==> config.mk <==
export PLATFORM = sky130hd
export DESIGN_NAME = morse_msg_scheduler
export DESIGN_NICKNAME = d
export VERILOG_FILES = /design/src/rtl/morse_pkg.sv /design/src/rtl/morse_letter_rom.sv /design/src/rtl/morse_msg_scheduler.sv
export SDC_FILE = /design/constraint.sdc
export NUM_CORES = 1
export LEC_CHECK = 0
export CAP_MARGIN = 25
export CORE_MARGIN = 3
export CORE_UTILIZATION = 45
export DETAILED_ROUTE_END_ITERATION = 8
export PLACE_DENSITY_LB_ADDON = 0.05
export SLEW_MARGIN = 5
export SYNTH_ARGS = -nofsm -noshare
export SYNTH_HDL_FRONTEND = slang
export SYNTH_SLANG_ARGS = --single-unit
==> constraint.sdc <==
create_clock -name CLOCK_50 -period 4.6 [get_ports CLOCK_50]
set_input_delay 0.92 -clock CLOCK_50 [delete_from_list [all_inputs] [get_ports CLOCK_50]]
set_output_delay 0.92 -clock CLOCK_50 [all_outputs]
set_load 0.01 [all_outputs]
==> src/rtl/morse_pkg.sv <==
// morse_pkg -- shared definitions for the Morse message player.
//   * letter code constants A..H (3-bit codes 0..7)
//   * scheduler state enum (S_WGAP exists only with MORSE_REPEAT_EN)
//   * default symbol/gap unit counts
//   * letter_lookup(): letter code -> {pattern, length}. The pattern is
//     left-aligned and read MSB first; 1 = dash, 0 = dot.
package morse_pkg;

    localparam logic [2:0] L_A = 3'd0;
    localparam logic [2:0] L_B = 3'd1;
    localparam logic [2:0] L_C = 3'd2;
    localparam logic [2:0] L_D = 3'd3;
    localparam logic [2:0] L_E = 3'd4;
    localparam logic [2:0] L_F = 3'd5;
    localparam logic [2:0] L_G = 3'd6;
    localparam logic [2:0] L_H = 3'd7;

    localparam int unsigned DEF_DOT_UNITS  = 1;
    localparam int unsigned DEF_DASH_UNITS = 3;
    localparam int unsigned DEF_SYM_GAP    = 1;
    localparam int unsigned DEF_LTR_GAP    = 3;
    localparam int unsigned DEF_WORD_GAP   = 7;

    typedef enum logic [2:0] {
        S_IDLE,
        S_LOAD,
        S_ARM,
        S_MARK,
        S_SGAP,
`ifdef MORSE_REPEAT_EN
        S_LGAP,
        S_WGAP
`else
        S_LGAP
`endif
    } state_t;

    typedef struct packed {
        logic [3:0] pat;
        logic [2:0] len;
    } letter_t;

    function automatic letter_t letter_lookup(input logic [2:0] code);
        letter_t r;
        r = '0;
        case (code)
            L_A:     r = {4'b0100, 3'd2};  // .-
            L_B:     r = {4'b1000, 3'd4};  // -...
            L_C:     r = {4'b1010, 3'd4};  // -.-.
            L_D:     r = {4'b1000, 3'd3};  // -..
            L_E:     r = {4'b0000, 3'd1};  // .
            L_F:     r = {4'b0010, 3'd4};  // ..-.
            L_G:     r = {4'b1100, 3'd3};  // --.
            L_H:     r = {4'b0000, 3'd4};  // ....
            default: r = '0;
        endcase
        return r;
    endfunction

endpackage

==> src/rtl/morse_letter_rom.sv <==
// morse_letter_rom -- combinational letter code to Morse pattern table.
// Ports:
//   i_letter   in  3  letter code, 0=A .. 7=H
//   o_pattern  out 4  left-aligned symbol pattern, MSB first, 1 = dash
//   o_length   out 3  number of symbols (1..4)
module morse_letter_rom
    import morse_pkg::*;
(
    input  logic [2:0] i_letter,
    output logic [3:0] o_pattern,
    output logic [2:0] o_length
);

    letter_t w_entry;

    always_comb begin
        w_entry = letter_lookup(i_letter);
    end

    assign o_pattern = w_entry.pat;
    assign o_length  = w_entry.len;

endmodule

==> src/rtl/morse_msg_scheduler.sv <==
// morse_msg_scheduler -- buffers up to DEPTH letter codes and plays them as
// tick-timed dot/dash marks on morse_out.
// Optional feature: define MORSE_REPEAT_EN to enable message looping with a
// word gap between passes; otherwise repeat_en is ignored.
// Ports:
//   CLOCK_50     in   system clock
//   key0         in   asynchronous active-low reset
//   tick         in   one-cycle timing unit pulse
//   in_valid     in   letter write request
//   in_letter    in   letter code 0=A .. 7=H
//   in_ready     out  write accepted when high (idle and buffer not full)
//   clear        in   empty the buffer (idle only; beats a same-cycle write)
//   start        in   begin playback (idle only, non-empty message)
//   repeat_en    in   loop the message ("repeat" is a reserved word in SV)
//   busy         out  playback in progress
//   morse_out    out  high during marks
//   letter_done  out  one-cycle pulse at the end of each letter gap
//   msg_done     out  one-cycle pulse at the end of each message pass
//   level        out  number of letters stored
module morse_msg_scheduler
    import morse_pkg::*;
#(
    parameter int unsigned DEPTH      = 8,
    parameter int unsigned DOT_UNITS  = DEF_DOT_UNITS,
    parameter int unsigned DASH_UNITS = DEF_DASH_UNITS,
    parameter int unsigned SYM_GAP    = DEF_SYM_GAP,
    parameter int unsigned LTR_GAP    = DEF_LTR_GAP,
    parameter int unsigned WORD_GAP   = DEF_WORD_GAP
) (
    input  logic                     CLOCK_50,
    input  logic                     key0,
    input  logic                     tick,
    input  logic                     in_valid,
    input  logic [2:0]               in_letter,
    output logic                     in_ready,
    input  logic                     clear,
    input  logic                     start,
    input  logic                     repeat_en,
    output logic                     busy,
    output logic                     morse_out,
    output logic                     letter_done,
    output logic                     msg_done,
    output logic [$clog2(DEPTH):0]   level
);

    localparam int unsigned PW = $clog2(DEPTH);
    localparam int unsigned LW = PW + 1;
    localparam logic [2:0] DOT_U  = 3'(DOT_UNITS);
    localparam logic [2:0] DASH_U = 3'(DASH_UNITS);
    localparam logic [2:0] SYM_U  = 3'(SYM_GAP);
    localparam logic [2:0] LTR_U  = 3'(LTR_GAP);
`ifdef MORSE_REPEAT_EN
    localparam logic [2:0] WORD_U = 3'(WORD_GAP);
`endif

    state_t          r_state;
    logic [2:0]      r_mem [DEPTH];
    logic [PW-1:0]   r_wr_ptr;
    logic [PW-1:0]   r_play_ptr;
    logic [LW-1:0]   r_level;
    logic [3:0]      r_pat;
    logic [2:0]      r_len;
    logic [2:0]      r_sym_idx;
    logic [2:0]      r_cnt;
    logic            r_entry;
    logic            r_morse;
    logic            r_ldone;
    logic            r_mdone;

    logic [3:0]      w_rom_pat;
    logic [2:0]      w_rom_len;
    logic            w_idle;
    logic            w_clear;
    logic            w_wr;
    logic            w_start;
    logic            w_tick_cnt;
    logic [3:0]      w_shifted;
    logic [2:0]      w_mark_units;
    logic            w_last_sym;
    logic            w_more;
    logic [2:0]      w_cnt_nxt;
`ifndef MORSE_REPEAT_EN
    logic            w_unused_repeat;
    assign w_unused_repeat = repeat_en;
`endif

    morse_letter_rom u_rom (
        .i_letter  (r_mem[r_play_ptr]),
        .o_pattern (w_rom_pat),
        .o_length  (w_rom_len)
    );

    assign w_idle     = (r_state == S_IDLE);
    assign in_ready   = w_idle && (r_level < LW'(DEPTH));
    assign w_clear    = w_idle && clear;
    assign w_wr       = in_valid && in_ready && !clear;
    // A write in the same cycle makes an empty buffer startable.
    assign w_start    = w_idle && start && !clear && ((r_level != '0) || w_wr);
    // The first cycle of a state never counts a tick; ARM handles its own.
    assign w_tick_cnt = tick && !r_entry;
    assign w_shifted  = r_pat << r_sym_idx;
    assign w_mark_units = w_shifted[3] ? DASH_U : DOT_U;
    assign w_last_sym = ((r_sym_idx + 3'd1) == r_len);
    assign w_more     = ((LW'(r_play_ptr) + LW'(1)) < r_level);
    assign w_cnt_nxt  = r_cnt + 3'd1;

    assign busy        = !w_idle;
    assign morse_out   = r_morse;
    assign letter_done = r_ldone;
    assign msg_done    = r_mdone;
    assign level       = r_level;

    always_ff @(posedge CLOCK_50 or negedge key0) begin
        if (!key0) begin
            for (int unsigned i = 0; i < DEPTH; i++) begin
                r_mem[i] <= '0;
            end
            r_wr_ptr <= '0;
            r_level  <= '0;
        end else if (w_clear) begin
            r_wr_ptr <= '0;
            r_level  <= '0;
        end else if (w_wr) begin
            r_mem[r_wr_ptr] <= in_letter;
            r_wr_ptr        <= r_wr_ptr + PW'(1);
            r_level         <= r_level + LW'(1);
        end
    end

    always_ff @(posedge CLOCK_50 or negedge key0) begin
        if (!key0) begin
            r_state    <= S_IDLE;
            r_play_ptr <= '0;
            r_pat      <= '0;
            r_len      <= '0;
            r_sym_idx  <= '0;
            r_cnt      <= '0;
            r_entry    <= 1'b0;
            r_morse    <= 1'b0;
            r_ldone    <= 1'b0;
            r_mdone    <= 1'b0;
        end else begin
            r_ldone <= 1'b0;
            r_mdone <= 1'b0;
            r_entry <= 1'b0;
            case (r_state)
                S_IDLE: begin
                    if (w_start) begin
                        r_play_ptr <= '0;
                        r_entry    <= 1'b1;
                        r_state    <= S_LOAD;
                    end
                end
                S_LOAD: begin
                    r_pat     <= w_rom_pat;
                    r_len     <= w_rom_len;
                    r_sym_idx <= '0;
                    r_cnt     <= '0;
                    r_entry   <= 1'b1;
                    r_state   <= S_ARM;
                end
                S_ARM: begin
                    if (tick) begin
                        r_morse <= 1'b1;
                        r_cnt   <= '0;
                        r_entry <= 1'b1;
                        r_state <= S_MARK;
                    end
                end
                S_MARK: begin
                    if (w_tick_cnt) begin
                        if (w_cnt_nxt == w_mark_units) begin
                            r_morse <= 1'b0;
                            r_cnt   <= '0;
                            r_entry <= 1'b1;
                            r_state <= w_last_sym ? S_LGAP : S_SGAP;
                        end else begin
                            r_cnt <= w_cnt_nxt;
                        end
                    end
                end
                S_SGAP: begin
                    if (w_tick_cnt) begin
                        if (w_cnt_nxt == SYM_U) begin
                            r_sym_idx <= r_sym_idx + 3'd1;
                            r_morse   <= 1'b1;
                            r_cnt     <= '0;
                            r_entry   <= 1'b1;
                            r_state   <= S_MARK;
                        end else begin
                            r_cnt <= w_cnt_nxt;
                        end
                    end
                end
                S_LGAP: begin
                    if (w_tick_cnt) begin
                        if (w_cnt_nxt == LTR_U) begin
                            r_ldone <= 1'b1;
                            r_cnt   <= '0;
                            r_entry <= 1'b1;
                            if (w_more) begin
                                r_play_ptr <= r_play_ptr + PW'(1);
                                r_state    <= S_LOAD;
                            end else begin
                                r_mdone <= 1'b1;
`ifdef MORSE_REPEAT_EN
                                r_state <= repeat_en ? S_WGAP : S_IDLE;
`else
                                r_state <= S_IDLE;
`endif
                            end
                        end else begin
                            r_cnt <= w_cnt_nxt;
                        end
                    end
                end
`ifdef MORSE_REPEAT_EN
                S_WGAP: begin
                    if (w_tick_cnt) begin
                        if (w_cnt_nxt == WORD_U) begin
                            r_play_ptr <= '0;
                            r_cnt      <= '0;
                            r_entry    <= 1'b1;
                            r_state    <= S_LOAD;
                        end else begin
                            r_cnt <= w_cnt_nxt;
                        end
                    end
                end
`endif
                default: r_state <= S_IDLE;
            endcase
        end
    end

endmodule

==> results.sh, run 1 <==
export IMPL_wl_um=6100
export IMPL_total_power_mw=1.78
export IMPL_layout_cells_non_filler=381
export IMPL_synth_seq_cells=53
export IMPL_cts_made_buffers=5
export IMPL_rsz0062_at_grt="false"
export IMPL_layout_common_cells="dfrtp_1, nand2_1, mux2_2, nor2_1"
export IMPL_tns_ns=0
export IMPL_synth_fa_ha_area_share_pct=6.12
export IMPL_dp_slack_ns=1.51
export IMPL_layout_setup_ws_ns=1.18
export IMPL_powerDensity_mw_per_mm2=526
export IMPL_cap_violations=0
export IMPL_intPower_mw=1.07
export IMPL_design_area_mm2=0.00338
export IMPL_htreeDepth=2
export IMPL_initial_core_util_pct=47.5
export IMPL_areaGrowthSynthToFinish_pct=10.1
export IMPL_dr_pass1_iters=4
export IMPL_gr_total_overflow=0
export IMPL_post_cts_resized=0
export IMPL_timing_slew_headroom_pct=58.2
export IMPL_ant_nets=0
export IMPL_dieArea_mm2=0.00784
export IMPL_cts_hold_buf=0
export IMPL_outcome="finished, final reports clean"
export IMPL_critPathKind="flop to output pin"
export IMPL_multiInputGateArea_mm2=0.00164
export IMPL_drc=0
export IMPL_ys_top_cells_by_area="dfrtp_1, mux2_2, ha_1, mux4_2, nand2_1"
export IMPL_final_max_slew_viol_count=0
export IMPL_critPathSlowestCell="dfrtp_1"
export IMPL_post_route_period_util_pct=74.3
export IMPL_diodes=0
export IMPL_comb_power_share_pct=40.0
export IMPL_clockRootBuffer="clkbuf_8"
export IMPL_grt_max_degree=43
export IMPL_crit_buf_inv=2
export IMPL_slowest_delay_ns=0.63
export IMPL_antenna_found_initial=0
export IMPL_syn_nets=314
export IMPL_ys_seq_area_share_pct=43.3
export IMPL_synth_compound_area_share_pct=14.0
export IMPL_grt_pass1_wl_um=10700
export IMPL_p_sw_share_pct=39.9
export IMPL_layout_commonest_cell="dfrtp_1"
export IMPL_postCtsSetupBuffers=0
export IMPL_yosys_area_top_type="dfrtp_1"
export IMPL_synth_top_family_by_area="multiplexers"
export IMPL_cts_buffer_depth=2
export IMPL_final_util_pct=52.3
export IMPL_num_fill_cells=628
export IMPL_power_switching_mw=0.708
export IMPL_io_buffer_count=17
export IMPL_cts_tree="done"
export IMPL_ir_drop_mv=0.230
export IMPL_yosysWarnings=0
export IMPL_wire_per_inst_um=16.0
export IMPL_finClkSkew_ns=0.0128
export IMPL_synth_top_area_share_pct=43.3
export IMPL_dpl_cell_area_mm2=0.00328
export IMPL_synthMuxAreaShare_pct=16.3
export IMPL_regArea_mm2=0.00133
export IMPL_drtIter0Drc=69
export IMPL_finalNetCount=328
export IMPL_tightest_slew_ns=0.622
export IMPL_max_freq_mhz=293
export IMPL_die_h_um=88.5
export IMPL_crit_path_end_kind="output pin"
export IMPL_p_seq_share_pct=43.8
export IMPL_avgSynthCellArea_um2=10.6
export IMPL_holdWs_ns=0.468
export IMPL_via_count=2180
export IMPL_cp_start_kind="flop"
export IMPL_drive_gt1_share_pct=17.1
export IMPL_gp_congestion=0.855
export IMPL_netlist_cell_type_count=56
export IMPL_clkPwrFrac_pct=16.2
export IMPL_finalCriticalPeriod_ns=3.42
export IMPL_hp_class="input port to asynchronous set/reset pin"
export IMPL_crit_chain="nor3_4 > clkinv_1 > nor2_1 > clkdlybuf4s50_1"
export IMPL_clock_latency_ns=0.31
export IMPL_clock_sinks=53
export IMPL_yosys_most_used_dff="dfrtp_1"
export IMPL_syn_area_mm2=0.00307
export IMPL_synth_xor_area_share_pct=1.43
export IMPL_p_leak_nw=1.55
export IMPL_setup_violations=0
export IMPL_hpwl_um=4440
export IMPL_die_w_um=88.5
export IMPL_fp_row_count=29
export IMPL_ios=19
export IMPL_hold_viol=0
export IMPL_core_mm2=0.00646
export IMPL_worstPathArrival_ns=2.50
export IMPL_async_reset_ff_share_pct=100
export IMPL_via_per_inst=5.72
export IMPL_worstPathMaxFanout=19
export IMPL_clkTransAtPathRegs_ns=0.11
export IMPL_required_ns=3.68
export IMPL_synth_edf_count=0
export IMPL_track_usage_pct=17.5
export IMPL_synth_simple_area_share_pct=15.6
export IMPL_grt_pass1_vias=2172
export IMPL_dp_cells=373
export IMPL_crit_family="buffers and inverters"
export IMPL_postSynthCellCount=289
## layout make-up
cell class / count / area share, %
repair buffers: 18 / 5.11
clock inverters: 3 / 0.778
flip-flops and latches: 53 / 39.3
clock buffers: 5 / 2.04
multi-input cells: 212 / 48.5
well taps: 77 / 2.85
inverters: 13 / 1.45
## Yosys cell counts, types with 2 or more instances
library cell,count
o22a_1,2
xnor2_1,3
nand2b_1,2
o22ai_1,6
mux4_2,6
nor2b_1,2
nor3b_2,2
mux2_2,26
nand2_1,31
inv_1,12
a32oi_1,2
dfrtp_1,53
a21oi_1,16
a31oi_1,3
nor3_1,6
clkbuf_1,7
o21bai_1,2
nor3b_4,2
o31ai_1,3
and3_1,4
nor3_4,2
nand3_1,4
nor2_1,24
a22oi_1,2
xor2_1,2
or3_1,2
and2_1,3
o21ai_0,13
ha_1,15
nand3b_1,2
mux2i_1,5
## routing by layer
layer	vias up	GRT usage (%)	share of wire, %
li1	1078	-	-
met1	1051	24.4	48
met2	45	28.3	47
met3	6	2.89	3.1
met4	0	4.40	1.3
met5	-	0	0
## power groups by stage
stage	Clock, mW	Combinational (mW)	Sequential [mW]
6_report	0.288	0.711	0.778
5_1_grt	0.316	0.814	0.808
4_1_cts	0.296	0.716	0.778
3_5_place_dp	0	0.713	0.788
3_3_place_gp	0	0.708	0.788
2_1_floorplan	0	0.603	0.702
## sequential cells by signal (all words and copies together), names as in the netlist
signal / cells
letter_done: 1
morse_out: 1
level: 4
r_play_ptr: 3
r_wr_ptr: 3
r_entry: 1
r_len: 3
r_cnt: 3
r_pat: 3
r_mem: 24
r_sym_idx: 3
r_state: 3
msg_done: 1
## path summary, 6_finish.rpt
| path | startpoint | to | cells past startpoint | slack [ns] |
|---|---|---|---|---|
| worst min-delay path | key0 | r_cnt[0] | 1 | 0.47 |
| max in group asynchronous | key0 | letter_done | 2 | 3.29 |
| worst min register to register | r_pat[2] | r_pat[2] | 2 | 0.51 |
| worst max-delay path | r_state[0] | in_ready | 4 | 1.18 |
| min in group CLOCK_50 | r_pat[2] | r_pat[2] | 2 | 0.51 |
| worst max register to register | r_play_ptr[0] | r_state[0] | 7 | 1.96 |
## worst register-to-register path: cells and delay by family, from the launching register on
kind | cells | cell delay [ns]
flops | 1 | 0.70
fa+ha+maj | 2 | 0.46
simple gates | 1 | 0.46
compound gates | 3 | 0.70
xor+xnor | 1 | 0.23
## kinds of logic after synthesis
logic type,count (synthesis)
buffers and inverters,24
and+or+nand+nor,89
adders and majority gates,15
AOI/OAI and AO/OA,65
DFF,53
xor gates and xnor gates,5
muxes,38
Power figures use the tool's default switching activity.
==> run 2: changes to the inputs <==
clock period = 3.45 ns   (was 4.6 ns; I/O delays follow)
==> run 2 against run 1 <==
Via count is 0.78% lower; critical path depth is 1 higher; core utilization is 0.56 points higher; hold slack worse by 0.054 ns; clock skew is 0.00061 ns higher; non-clock buffer count is 5 higher; first-iteration DRC count is 28% lower; sequential power is 28% higher; clock power is 29% higher; sequential share of layout area is 0.42 points lower; worst setup slack worse by 0.42 ns; critical endpoint unchanged; largest cell class unchanged.
==> results.sh, run 2 (same netlist as run 1, synthesis figures left out) <==
export IMPL_die_h_um=88.5
export IMPL_drive_gt1_share_pct=18.4
export IMPL_fp_row_count=29
export IMPL_crit_path_end_kind="output pin"
export IMPL_clock_sinks=53
export IMPL_layout_common_cells="dfrtp_1, nand2_1, mux2_2, nor2_1"
export IMPL_tns_ns=0
export IMPL_track_usage_pct=17.7
export IMPL_post_route_period_util_pct=77.8
export IMPL_final_util_pct=52.8
export IMPL_gr_total_overflow=0
export IMPL_wire_per_inst_um=16.2
export IMPL_cts_hold_buf=0
export IMPL_dp_slack_ns=0.591
export IMPL_clockRootBuffer="clkbuf_8"
export IMPL_drc=0
export IMPL_areaGrowthSynthToFinish_pct=11.3
export IMPL_cap_violations=0
export IMPL_via_count=2163
export IMPL_r2r_slack_ns=0.82
export IMPL_largest_reg_flops=24
export IMPL_critPathKind="flop to output pin"
export IMPL_dr_pass1_iters=4
export IMPL_powerDensity_mw_per_mm2=704
export IMPL_postCtsSetupBuffers=0
export IMPL_clock_latency_ns=0.32
export IMPL_p_leak_nw=1.57
export IMPL_finalNetCount=333
export IMPL_ant_nets=0
export IMPL_holdWs_ns=0.414
export IMPL_htreeDepth=2
export IMPL_outcome="finished, final reports clean"
export IMPL_die_w_um=88.5
export IMPL_timing_slew_headroom_pct=50.8
export IMPL_worstPathMaxFanout=12
export IMPL_dp_cells=378
export IMPL_core_mm2=0.00646
export IMPL_hpwl_um=4600
export IMPL_initial_core_util_pct=47.5
export IMPL_post_cts_resized=0
export IMPL_layout_commonest_cell="dfrtp_1"
export IMPL_tightest_slew_ns=0.738
export IMPL_antenna_found_initial=0
export IMPL_cts_tree="done"
export IMPL_diodes=0
export IMPL_ir_drop_mv=0.390
export IMPL_grt_max_degree=33
export IMPL_required_ns=2.76
export IMPL_grt_pass1_vias=2118
export IMPL_final_max_slew_viol_count=0
export IMPL_layout_cells_non_filler=386
export IMPL_io_buffer_count=17
export IMPL_gp_congestion=0.846
export IMPL_finalCriticalPeriod_ns=2.69
export IMPL_worstPathArrival_ns=2.00
export IMPL_setup_violations=0
export IMPL_hold_viol=0
export IMPL_finClkSkew_ns=0.0134
export IMPL_cts_made_buffers=5
export IMPL_rsz0062_at_grt="false"
export IMPL_cp_start_kind="flop"
export IMPL_grt_pass1_wl_um=10700
export IMPL_drtIter0Drc=50
export IMPL_top_register="r_mem"
export IMPL_layout_setup_ws_ns=0.765
export IMPL_cts_buffer_depth=2
export IMPL_clkTransAtPathRegs_ns=0.11
export IMPL_via_per_inst=5.60
export IMPL_wl_um=6240
export IMPL_hp_class="input port to asynchronous set/reset pin"
export IMPL_max_freq_mhz=372
export IMPL_ios=19
export IMPL_dieArea_mm2=0.00784
-- run 2: metrics by stage --
| step | instance area, um^2 | power, mW |
|---|---|---|
| 2_1_floorplan | 3070 | 1.74 |
| 5_1_grt | 3410 | 2.61 |
| 3_5_place_dp | 3320 | 2.04 |
| 6_report | 3410 | 2.40 |
| 4_1_cts | 3410 | 2.42 |
| 3_3_place_gp | 3320 | 2.03 |
-- run 2: critical path: stages (launching register included) --
cell             delay, ns
dfrtp_1               0.55
nor3_4                0.18
buf_4                 0.20
clkinv_1              0.11
nor2_1                0.09
clkdlybuf4s50_1       0.54
-- run 2: area by class of cell --
type	count	area, um^2
clock buffers	5	68.8
clock inverters	3	25.0
fillers	617	3050
inverters	13	48.8
multi-input cells	212	1640
flip-flops and latches	53	1330
well taps	77	96.3
repair buffers	23	210
-- run 2: power by group --
part	internal (mW)	switching, mW
clock network	0.147	0.225
logic	0.491	0.539
registers	0.808	0.190
-- run 2: metal layers --
metal / track usage, % / routed length (um) / vias up
met1: 25.0 / 3060 / 1040
li1: - / - / 1083
met5: 0 / 0 / -
met3: 2.79 / 169 / 8
met2: 28.5 / 2950 / 32
met4: 4.95 / 59 / 0
-- run 2: final timing paths --
kind                                    start         end  cells after the start
worst max-delay path               r_state[2]    in_ready                      5
min in group CLOCK_50                r_pat[1]    r_pat[1]                      2
worst max register to register  r_play_ptr[0]  r_state[0]                      7
max in group asynchronous                key0    r_mem[3]                      2
worst min-delay path                     key0  r_state[2]                      1
worst min register to register       r_pat[1]    r_pat[1]                      2
==> run 3: changes to the inputs <==
clock period = 2.4 ns   (was 3.45 ns; I/O delays follow)
==> run 3 against run 2 <==
Core utilization is 1.6 points higher; via count up 2.4%; sequential power is 40% higher; cell area is 3.0% higher; worst setup slack lost 0.67 ns; critical path type is now flop to flop.
==> results.sh, run 3 (same netlist as run 1, synthesis figures left out) <==
export IMPL_outcome="finished, final reports clean"
export IMPL_layout_commonest_cell="dfrtp_1"
export IMPL_grt_max_degree=35
export IMPL_dr_pass1_iters=4
export IMPL_worstPathArrival_ns=2.50
export IMPL_initial_core_util_pct=47.5
export IMPL_gr_total_overflow=0
export IMPL_fp_row_count=29
export IMPL_layout_setup_ws_ns=0.0990
export IMPL_drive_gt1_share_pct=21.5
export IMPL_crit_path_end_kind="flop"
export IMPL_ios=19
export IMPL_wire_per_inst_um=16.1
export IMPL_final_max_slew_viol_count=0
export IMPL_cap_violations=0
export IMPL_rsz0062_at_grt="false"
export IMPL_dp_slack_ns=-0.0369
export IMPL_dieArea_mm2=0.00784
export IMPL_r2r_cells=6
export IMPL_ant_nets=0
export IMPL_timing_slew_headroom_pct=57.2
export IMPL_die_h_um=88.5
export IMPL_clock_latency_ns=0.31
export IMPL_drtIter0Drc=75
export IMPL_wl_um=6400
export IMPL_final_util_pct=54.4
export IMPL_diodes=0
export IMPL_r2r_start="r_play_ptr[0]"
export IMPL_areaGrowthSynthToFinish_pct=14.7
export IMPL_cp_start_kind="flop"
export IMPL_tightest_slew_ns=0.637
export IMPL_worstReg2RegEnd="r_state[0]"
export IMPL_setup_violations=0
export IMPL_finalNetCount=345
export IMPL_finalCriticalPeriod_ns=2.30
export IMPL_worstPathMaxFanout=5
export IMPL_via_per_inst=5.56
export IMPL_cts_buffer_depth=2
export IMPL_via_count=2214
export IMPL_clock_sinks=53
export IMPL_ir_drop_mv=0.513
export IMPL_core_mm2=0.00646
export IMPL_cts_made_buffers=5
export IMPL_drc=0
export IMPL_antenna_found_initial=0
export IMPL_htreeDepth=2
export IMPL_clockRootBuffer="clkbuf_8"
export IMPL_die_w_um=88.5
export IMPL_top_register="r_mem"
export IMPL_powerDensity_mw_per_mm2=999
export IMPL_post_route_period_util_pct=95.9
export IMPL_required_ns=2.60
export IMPL_p_leak_nw=1.64
export IMPL_io_buffer_count=17
export IMPL_gp_congestion=0.827
export IMPL_grt_pass1_wl_um=11100
export IMPL_track_usage_pct=18.4
export IMPL_grt_pass1_vias=2227
export IMPL_r2r_slack_ns=0.1
export IMPL_finClkSkew_ns=0.0117
export IMPL_max_freq_mhz=435
export IMPL_hp_class="input port to asynchronous set/reset pin"
export IMPL_hold_viol=0
export IMPL_layout_common_cells="dfrtp_1, nand2_1, mux2_2, nor2_1, buf_4"
export IMPL_clkTransAtPathRegs_ns=0.10
export IMPL_hpwl_um=4740
export IMPL_num_fill_cells=570
export IMPL_critPathLaunch="r_play_ptr[0]"
export IMPL_critPathKind="flop to flop"
export IMPL_largest_reg_flops=24
export IMPL_cts_tree="done"
[run 3: changes by cell type in the layout (fill, tap and decap cells not counted), sizes merged]
cell | before | now
clkinv | 2 | 1
inv | 13 | 14
buf | 7 | 19
[run 3: worst max path at each step]
stage / cells past startpoint / endpoint / slack, ns
after floorplan: 7 / r_state[0] / 0.22
after global placement: 6 / r_mem[9] / -0.03
after detailed placement: 6 / r_mem[4] / -0.04
after CTS: 6 / r_state[0] / 0.07
after global routing: 6 / r_state[0] / 0.01
final: 6 / r_state[0] / 0.1
[run 3: worst max-delay path, cell delays in order, from the launching register on]
cell	delay, ns
dfrtp_1	0.41
ha_1	0.32
ha_1	0.28
a2111oi_0	0.07
or3_1	0.46
a211o_1	0.32
o32a_1	0.33
[run 3: timing repair]
| item | in CTS | in global routing |
|---|---|---|
| hold buffers | 0 | 0 |
| setup endpoints to repair | 1 | 1 |
| gates resized for setup | 0 | 0 |
| setup buffers | 1 | 0 |
| pin swaps | 1 | 1 |
| gates cloned | 0 | 0 |
[run 3: per-layer routing]
metal | wire, um | GRT usage (%)
met2 | 3120 | 30.9
met1 | 3130 | 25.7
met3 | 124 | 2.79
met5 | 0 | 0
met4 | 31 | 3.71
[run 3: final cells by class]
cell class	instances	area (um^2)	area share, %
Clock buffer	5	68.8	1.96
Clock inverter	3	25.0	0.712
Inverter	13	48.8	1.39
Multi-Input combinational cell	212	1640	46.6
Sequential cell	53	1330	37.7
Tap cell	77	96.3	2.74
Timing Repair Buffer	35	313	8.90
[run 3: stage by stage]
| step | power (mW) | hold WS [ns] | TNS (ns) | cell area, um^2 | cells |
|---|---|---|---|---|---|
| after floorplan | 2.50 | 0.184 | 0 | 3070 | 289 |
| after global placement | 2.96 | 0.470 | -0.229 | 3410 | 389 |
| after detailed placement | 2.99 | 0.471 | -0.238 | 3410 | 389 |
| after CTS | 3.55 | 0.122 | 0 | 3510 | 398 |
| after global routing | 3.82 | 0.134 | 0 | 3510 | 398 |
| final | 3.51 | 0.117 | 0 | 3510 | 398 |
[run 3: power by group]
part           total (mW)  switching (mW)  leakage (nW)  internal, mW
Sequential           1.40           0.238         0.689          1.16
Combinational        1.58           0.819         0.902         0.758
Clock               0.531           0.318        0.0452         0.213
